==> config.mk <==
export PLATFORM = sky130hd
export DESIGN_NAME = ula_wb_stage
export DESIGN_NICKNAME = d
export VERILOG_FILES = /design/src/rtl/ula_pkg.sv /design/src/rtl/ula_wb_fifo.sv /design/src/rtl/ula_wb_stage.sv
export SDC_FILE = /design/constraint.sdc
export NUM_CORES = 1
export LEC_CHECK = 0
export CAP_MARGIN = 20
export CORE_MARGIN = 10
export CORE_UTILIZATION = 49
export DETAILED_ROUTE_END_ITERATION = 7
export PLACE_DENSITY = 0.8
export REMOVE_ABC_BUFFERS = 1
export SYNTH_ARGS = -nofsm -noshare
export SYNTH_HDL_FRONTEND = slang
export SYNTH_HIERARCHICAL = 1
export SYNTH_SLANG_ARGS = --single-unit
==> constraint.sdc <==
create_clock -name clk -period 2.5 [get_ports clk]
set_input_delay 0.5 -clock clk [delete_from_list [all_inputs] [get_ports clk]]
set_output_delay 0.5 -clock clk [all_outputs]
set_load 0.03 [all_outputs]
==> src/rtl/ula_pkg.sv <==
// ula_pkg: shared types, constants and condition evaluation for the ALU writeback stage
package ula_pkg;
  localparam int BITS = 16;
  localparam int RADDR = 4;
  localparam logic [1:0] FMT_ARLO = 2'b10;
  localparam logic [2:0] COND_AL = 3'd0;
  localparam logic [2:0] COND_EQ = 3'd1;
  localparam logic [2:0] COND_NE = 3'd2;
  localparam logic [2:0] COND_MI = 3'd3;
  localparam logic [2:0] COND_PL = 3'd4;
  localparam logic [2:0] COND_CS = 3'd5;
  localparam logic [2:0] COND_VS = 3'd6;
  localparam logic [2:0] COND_NV = 3'd7;
  typedef struct packed {
    logic [BITS-1:0]  resu;
    logic             o;
    logic             c;
    logic             s;
    logic             z;
    logic             we;
    logic [RADDR-1:0] dest;
    logic             upd;
  } wb_entry_t;
  typedef enum logic [1:0] {ST_EMPTY, ST_PARTIAL, ST_FULL} wb_state_t;
  function automatic logic cond_eval(input logic [2:0] sel, input logic o, input logic c,
                                     input logic s, input logic z);
    return sel == COND_AL ? 1'b1 :
           sel == COND_EQ ? z :
           sel == COND_NE ? !z :
           sel == COND_MI ? s :
           sel == COND_PL ? !s :
           sel == COND_CS ? c :
           sel == COND_VS ? o : 1'b0;
  endfunction
endpackage

==> src/rtl/ula_wb_fifo.sv <==
// ula_wb_fifo: in-order FIFO of writeback entries with occupancy count.
// DEPTH must be a power of two so the pointers wrap naturally.
module ula_wb_fifo #(
  parameter type T = ula_pkg::wb_entry_t,
  parameter int DEPTH = 2,
  localparam int AW = $clog2(DEPTH),
  localparam int CW = $clog2(DEPTH + 1)
) (
  input  logic          clk,
  input  logic          rst,
  input  logic          i_push,
  input  logic          i_pop,
  input  T              i_din,
  output T              o_dout,
  output logic [CW-1:0] o_count,
  output logic          o_full,
  output logic          o_empty
);
  T r_mem [DEPTH];
  logic [AW-1:0] r_wr, r_rd;
  logic [CW-1:0] r_count;
  logic w_push, w_pop;
  assign o_full = r_count == CW'(DEPTH);
  assign o_empty = r_count == '0;
  assign w_push = i_push && !o_full;
  assign w_pop = i_pop && !o_empty;
  assign o_dout = r_mem[r_rd];
  assign o_count = r_count;
  always_ff @(posedge clk or posedge rst)
    if (rst) begin
      r_wr <= '0;
      r_rd <= '0;
      r_count <= '0;
    end else begin
      if (w_push) r_wr <= r_wr + 1'b1;
      if (w_pop) r_rd <= r_rd + 1'b1;
      r_count <= r_count + CW'(w_push) - CW'(w_pop);
    end
  always_ff @(posedge clk)
    if (w_push) r_mem[r_wr] <= i_din;
endmodule

==> src/rtl/ula_wb_stage.sv <==
// ula_wb_stage: buffers ALU results, retires them to the register file,
// holds the architectural flags and evaluates branch conditions on them.
module ula_wb_stage
  import ula_pkg::*;
#(
  parameter int DEPTH = 2
) (
  input  logic             clk,
  input  logic             rst,
  input  logic             in_valid,
  output logic             in_ready,
  input  logic [BITS-1:0]  in_resu,
  input  logic             in_o,
  input  logic             in_c,
  input  logic             in_s,
  input  logic             in_z,
  input  logic [7:0]       in_op,
  input  logic             in_we,
  input  logic [RADDR-1:0] in_dest,
  output logic             rf_valid,
  input  logic             rf_ready,
  output logic             rf_we,
  output logic [RADDR-1:0] rf_waddr,
  output logic [BITS-1:0]  rf_wdata,
  output logic             flag_o,
  output logic             flag_c,
  output logic             flag_s,
  output logic             flag_z,
  output logic             flags_pending,
  input  logic [2:0]       cond_sel,
  output logic             cond_true,
  output logic [15:0]      retired
);
  localparam int CW = $clog2(DEPTH + 1);
  wb_state_t r_state, w_state_nx;
  wb_entry_t w_in, w_head;
  logic [CW-1:0] w_count, r_pend;
  logic w_full, w_empty, w_push, w_pop, w_unused_op;
  logic [15:0] r_retired;
  logic r_o, r_c, r_s, r_z;
  assign w_unused_op = ^in_op[5:0];
  assign in_ready = r_state != ST_FULL;
  assign rf_valid = r_state != ST_EMPTY;
  assign w_push = in_valid && in_ready;
  assign w_pop = rf_valid && rf_ready;
  assign w_in = '{resu: in_resu, o: in_o, c: in_c, s: in_s, z: in_z, we: in_we,
                  dest: in_dest, upd: in_op[7:6] == FMT_ARLO};
  ula_wb_fifo #(.T(wb_entry_t), .DEPTH(DEPTH)) u_fifo (
    .clk     (clk),
    .rst     (rst),
    .i_push  (w_push),
    .i_pop   (w_pop),
    .i_din   (w_in),
    .o_dout  (w_head),
    .o_count (w_count),
    .o_full  (w_full),
    .o_empty (w_empty)
  );
  assign rf_we = rf_valid && w_head.we;
  assign rf_waddr = w_head.dest;
  assign rf_wdata = w_head.resu;
  assign {flag_o, flag_c, flag_s, flag_z} = {r_o, r_c, r_s, r_z};
  assign flags_pending = r_pend != '0;
  assign cond_true = cond_eval(cond_sel, r_o, r_c, r_s, r_z);
  assign retired = r_retired;
  always_comb begin
    w_state_nx = r_state;
    if (w_push && !w_pop) w_state_nx = w_count == CW'(DEPTH - 1) ? ST_FULL : ST_PARTIAL;
    else if (w_pop && !w_push) w_state_nx = w_count == CW'(1) ? ST_EMPTY : ST_PARTIAL;
  end
  // r_pend counts buffered flag-updating entries, so flags_pending needs no scan of the FIFO
  always_ff @(posedge clk or posedge rst)
    if (rst) begin
      r_state <= ST_EMPTY;
      r_pend <= '0;
      r_retired <= '0;
      {r_o, r_c, r_s, r_z} <= '0;
    end else begin
      r_state <= w_state_nx;
      r_pend <= r_pend + CW'(w_push && w_in.upd) - CW'(w_pop && w_head.upd);
      r_retired <= r_retired + 16'(w_pop);
      if (w_pop && w_head.upd) {r_o, r_c, r_s, r_z} <= {w_head.o, w_head.c, w_head.s, w_head.z};
    end
  always_ff @(posedge clk)
    if (!rst)
      assert ((r_state == ST_EMPTY) == w_empty && (r_state == ST_FULL) == w_full &&
              !(w_push && w_full) && !(w_pop && w_empty));
endmodule

==> run metrics, run 1 <==
standard-cell rows 30; CTS Sinks 80; maximum vdd drop 0.6275 mV; non-filler cells, final 381; element type at the critical path end primary output; clock skew 8.549 ps; initial antenna violation count 0; Clk Latency, worst-skew pair around 350 ps; number of design rule violations left after detail routing 0; die area about 11000 um2; overall die width 102.7 um; register clock-pin slew on the reported worst setup and hold paths 80 ps; PortBufs roughly 80; post-synthesis to final-layout area growth 31.89%; global-route wire length before repair 9.832 mm; total leakage power 1.843 nW; critical path arrival 1680 ps; final cell area excluding filler cells 4419 um2; Max H-tree Level 3; post-CTS sizing 0; overall routed net length around 6.2 mm; number of setup violations in the final report 0; area of the core 6719 um2; slowest cell delay on critical path 610 ps; gr usage total 12.41%; final-report hold violation count 0; placed cells 365; max_slew headroom a little under 80%; Post-CTS Hold Fix Bufs 0; Pwr per Cell Area 1126 nW/um2; r2r endpoint r_pend[1]; Int Pwr 3.150 mW; placed instance area ~4200 um2; Mapped Area 3351 um2; Comb pwr share 42.5%; via count of the first global-routing pass 1939; Hold WC Path Type primary input to async pin; die outline height 102.7 um; share of the clock period used by the worst path after layout 87.06%; clock tree root driver cell clkbuf_8; via count 1930; setup slack of the worst register-to-register path 650 ps; cell count after synthesis between 200 and 250; Critical Path RT 2000 ps; Max Freq 459.5 MHz; highest-delay cell along the critical path clkdlybuf4s50_1; Final Slew Violations 0; postcts setup bufs 0; cts bufs inserted 9; transition at the pin with the smallest max-transition slack 342.3 ps; remaining antenna violation count 0; Ports between 80 and 90; list of cells traversed by the critical path or2_2 -> clkdlybuf4s50_1; Max clock buf depth 2; time the worst path needs with I/O delays and setup 2176 ps; pin count of the biggest net entering global routing 27; setup repair after global routing missed its margin false; CTS tree built; final estimated routing congestion in global placement 0.7846; max-cap check violation count 0; path depth of the worst reg2reg path 8; DRT Pass-1 Iters 4; highest-count cells in the layout ignoring fill and taps 56 x clkdlybuf4s50_1, 52 x edfxtp_1, 28 x dfrtp_1; Net Switching approximately 1.8 mW; Synthesis Warnings 6; final core utilization 65.77%; type of the worst setup path flip-flop to primary output; switching fraction of total power 36.70%; type of element launching the critical path flip-flop; initial standard-cell utilization of the core between 40% and 50%; Mean Syn Cell Area 16.51 um2; largest fanout of any net on the critical path 4; antenna diode count 0; sequential cell fraction of total power between 40% and 50%; most common cell after layout, fill and taps aside clkdlybuf4s50_1; hold slack 393.6 ps; fraction of final layout cells sized beyond drive strength 1 ~25%; number of fill cells in the layout 463; WL per Instance 16.40 um; result of the run completed; aggregate global routing overflow 0; via-per-instance ratio 5.066; beginning of the worst register-to-register path u_fifo/r_rd; DRC marker count from the first detailed-route iteration 84; final-stage net count 343; total half-perimeter wirelength after legalization and detailed placement around 4.7 mm; Pwr Total 4.976 mW; Clk network pwr share 17.3%
sequential cells by signal (all words and copies together), names as in the netlist:
name / cells
r_state: 2
flag_c: 1
u_fifo/o_count: 2
flag_s: 1
retired: 16
flag_z: 1
u_fifo/r_mem: 52
u_fifo/r_rd: 1
r_pend: 2
flag_o: 1
u_fifo/r_wr: 1
routing by layer:
layer,up-vias,GRT usage [%],share of wire [%]
met1,942,14.05,39
met5,-,0,0
met3,10,4.558,8.0
met2,47,20.12,52
met4,0,6.508,1.8
li1,931,-,-
critical path: cells and delay by family, from the launching register on:
family,cells,cell delay [ps]
buffers and inverters,1,610
DFF,1,400
and+or+nand+nor,1,320
stage by stage:
stage          setup TNS [ps]  worst slack (ps)
2_1_floorplan          -192.0            -7.386
3_3_place_gp                0             199.2
3_5_place_dp                0             180.4
4_1_cts                     0             5.230
5_1_grt                     0             238.0
6_report                    0             323.6
area by class of cell:
type                       instances  area, um2  area share, %
clock buffer                       9      123.9          2.803
clock inverter                     7      55.05          1.246
inverter                          12      45.04          1.019
multi-input combinational        108      994.7          22.51
sequential                        80       2262          51.19
tap                               80      100.1          2.265
timing repair buffer              85      838.3          18.97
power by group through the flow:
stage / registers (mW) / clock network [mW] / logic, mW
6_report: 2.00 / 0.861 / 2.11
5_1_grt: 2.04 / 0.959 / 2.25
4_1_cts: 2.00 / 0.884 / 2.16
3_5_place_dp: 2.03 / 0 / 2.15
3_3_place_gp: 2.01 / 0 / 2.12
2_1_floorplan: 2.23 / 0 / 1.14
worst max path at each step:
| stage | startpoint | to | slack (ps) | depth (start not counted) |
|---|---|---|---|---|
| 6_report | r_state[0] | rf_valid | 320 | 2 |
| 5_1_grt | cond_sel[0] | cond_true | 240 | 5 |
| 4_1_cts | u_fifo/r_rd | rf_wdata[9] | 5 | 3 |
| 3_5_place_dp | rf_ready | retired[12] | 180 | 7 |
| 3_3_place_gp | rf_ready | retired[12] | 200 | 7 |
| 2_1_floorplan | r_state[0] | u_fifo/r_mem[0][0] | -7 | 4 |
(Power assumes the default switching activity.)
==> run 2, diff against run 1 <==
Settings changed: SKIP_LAST_GASP from default to 1.
==> results of run 2 <==
Same layout as run 1: the final DEF is identical, and so are final timing and power.
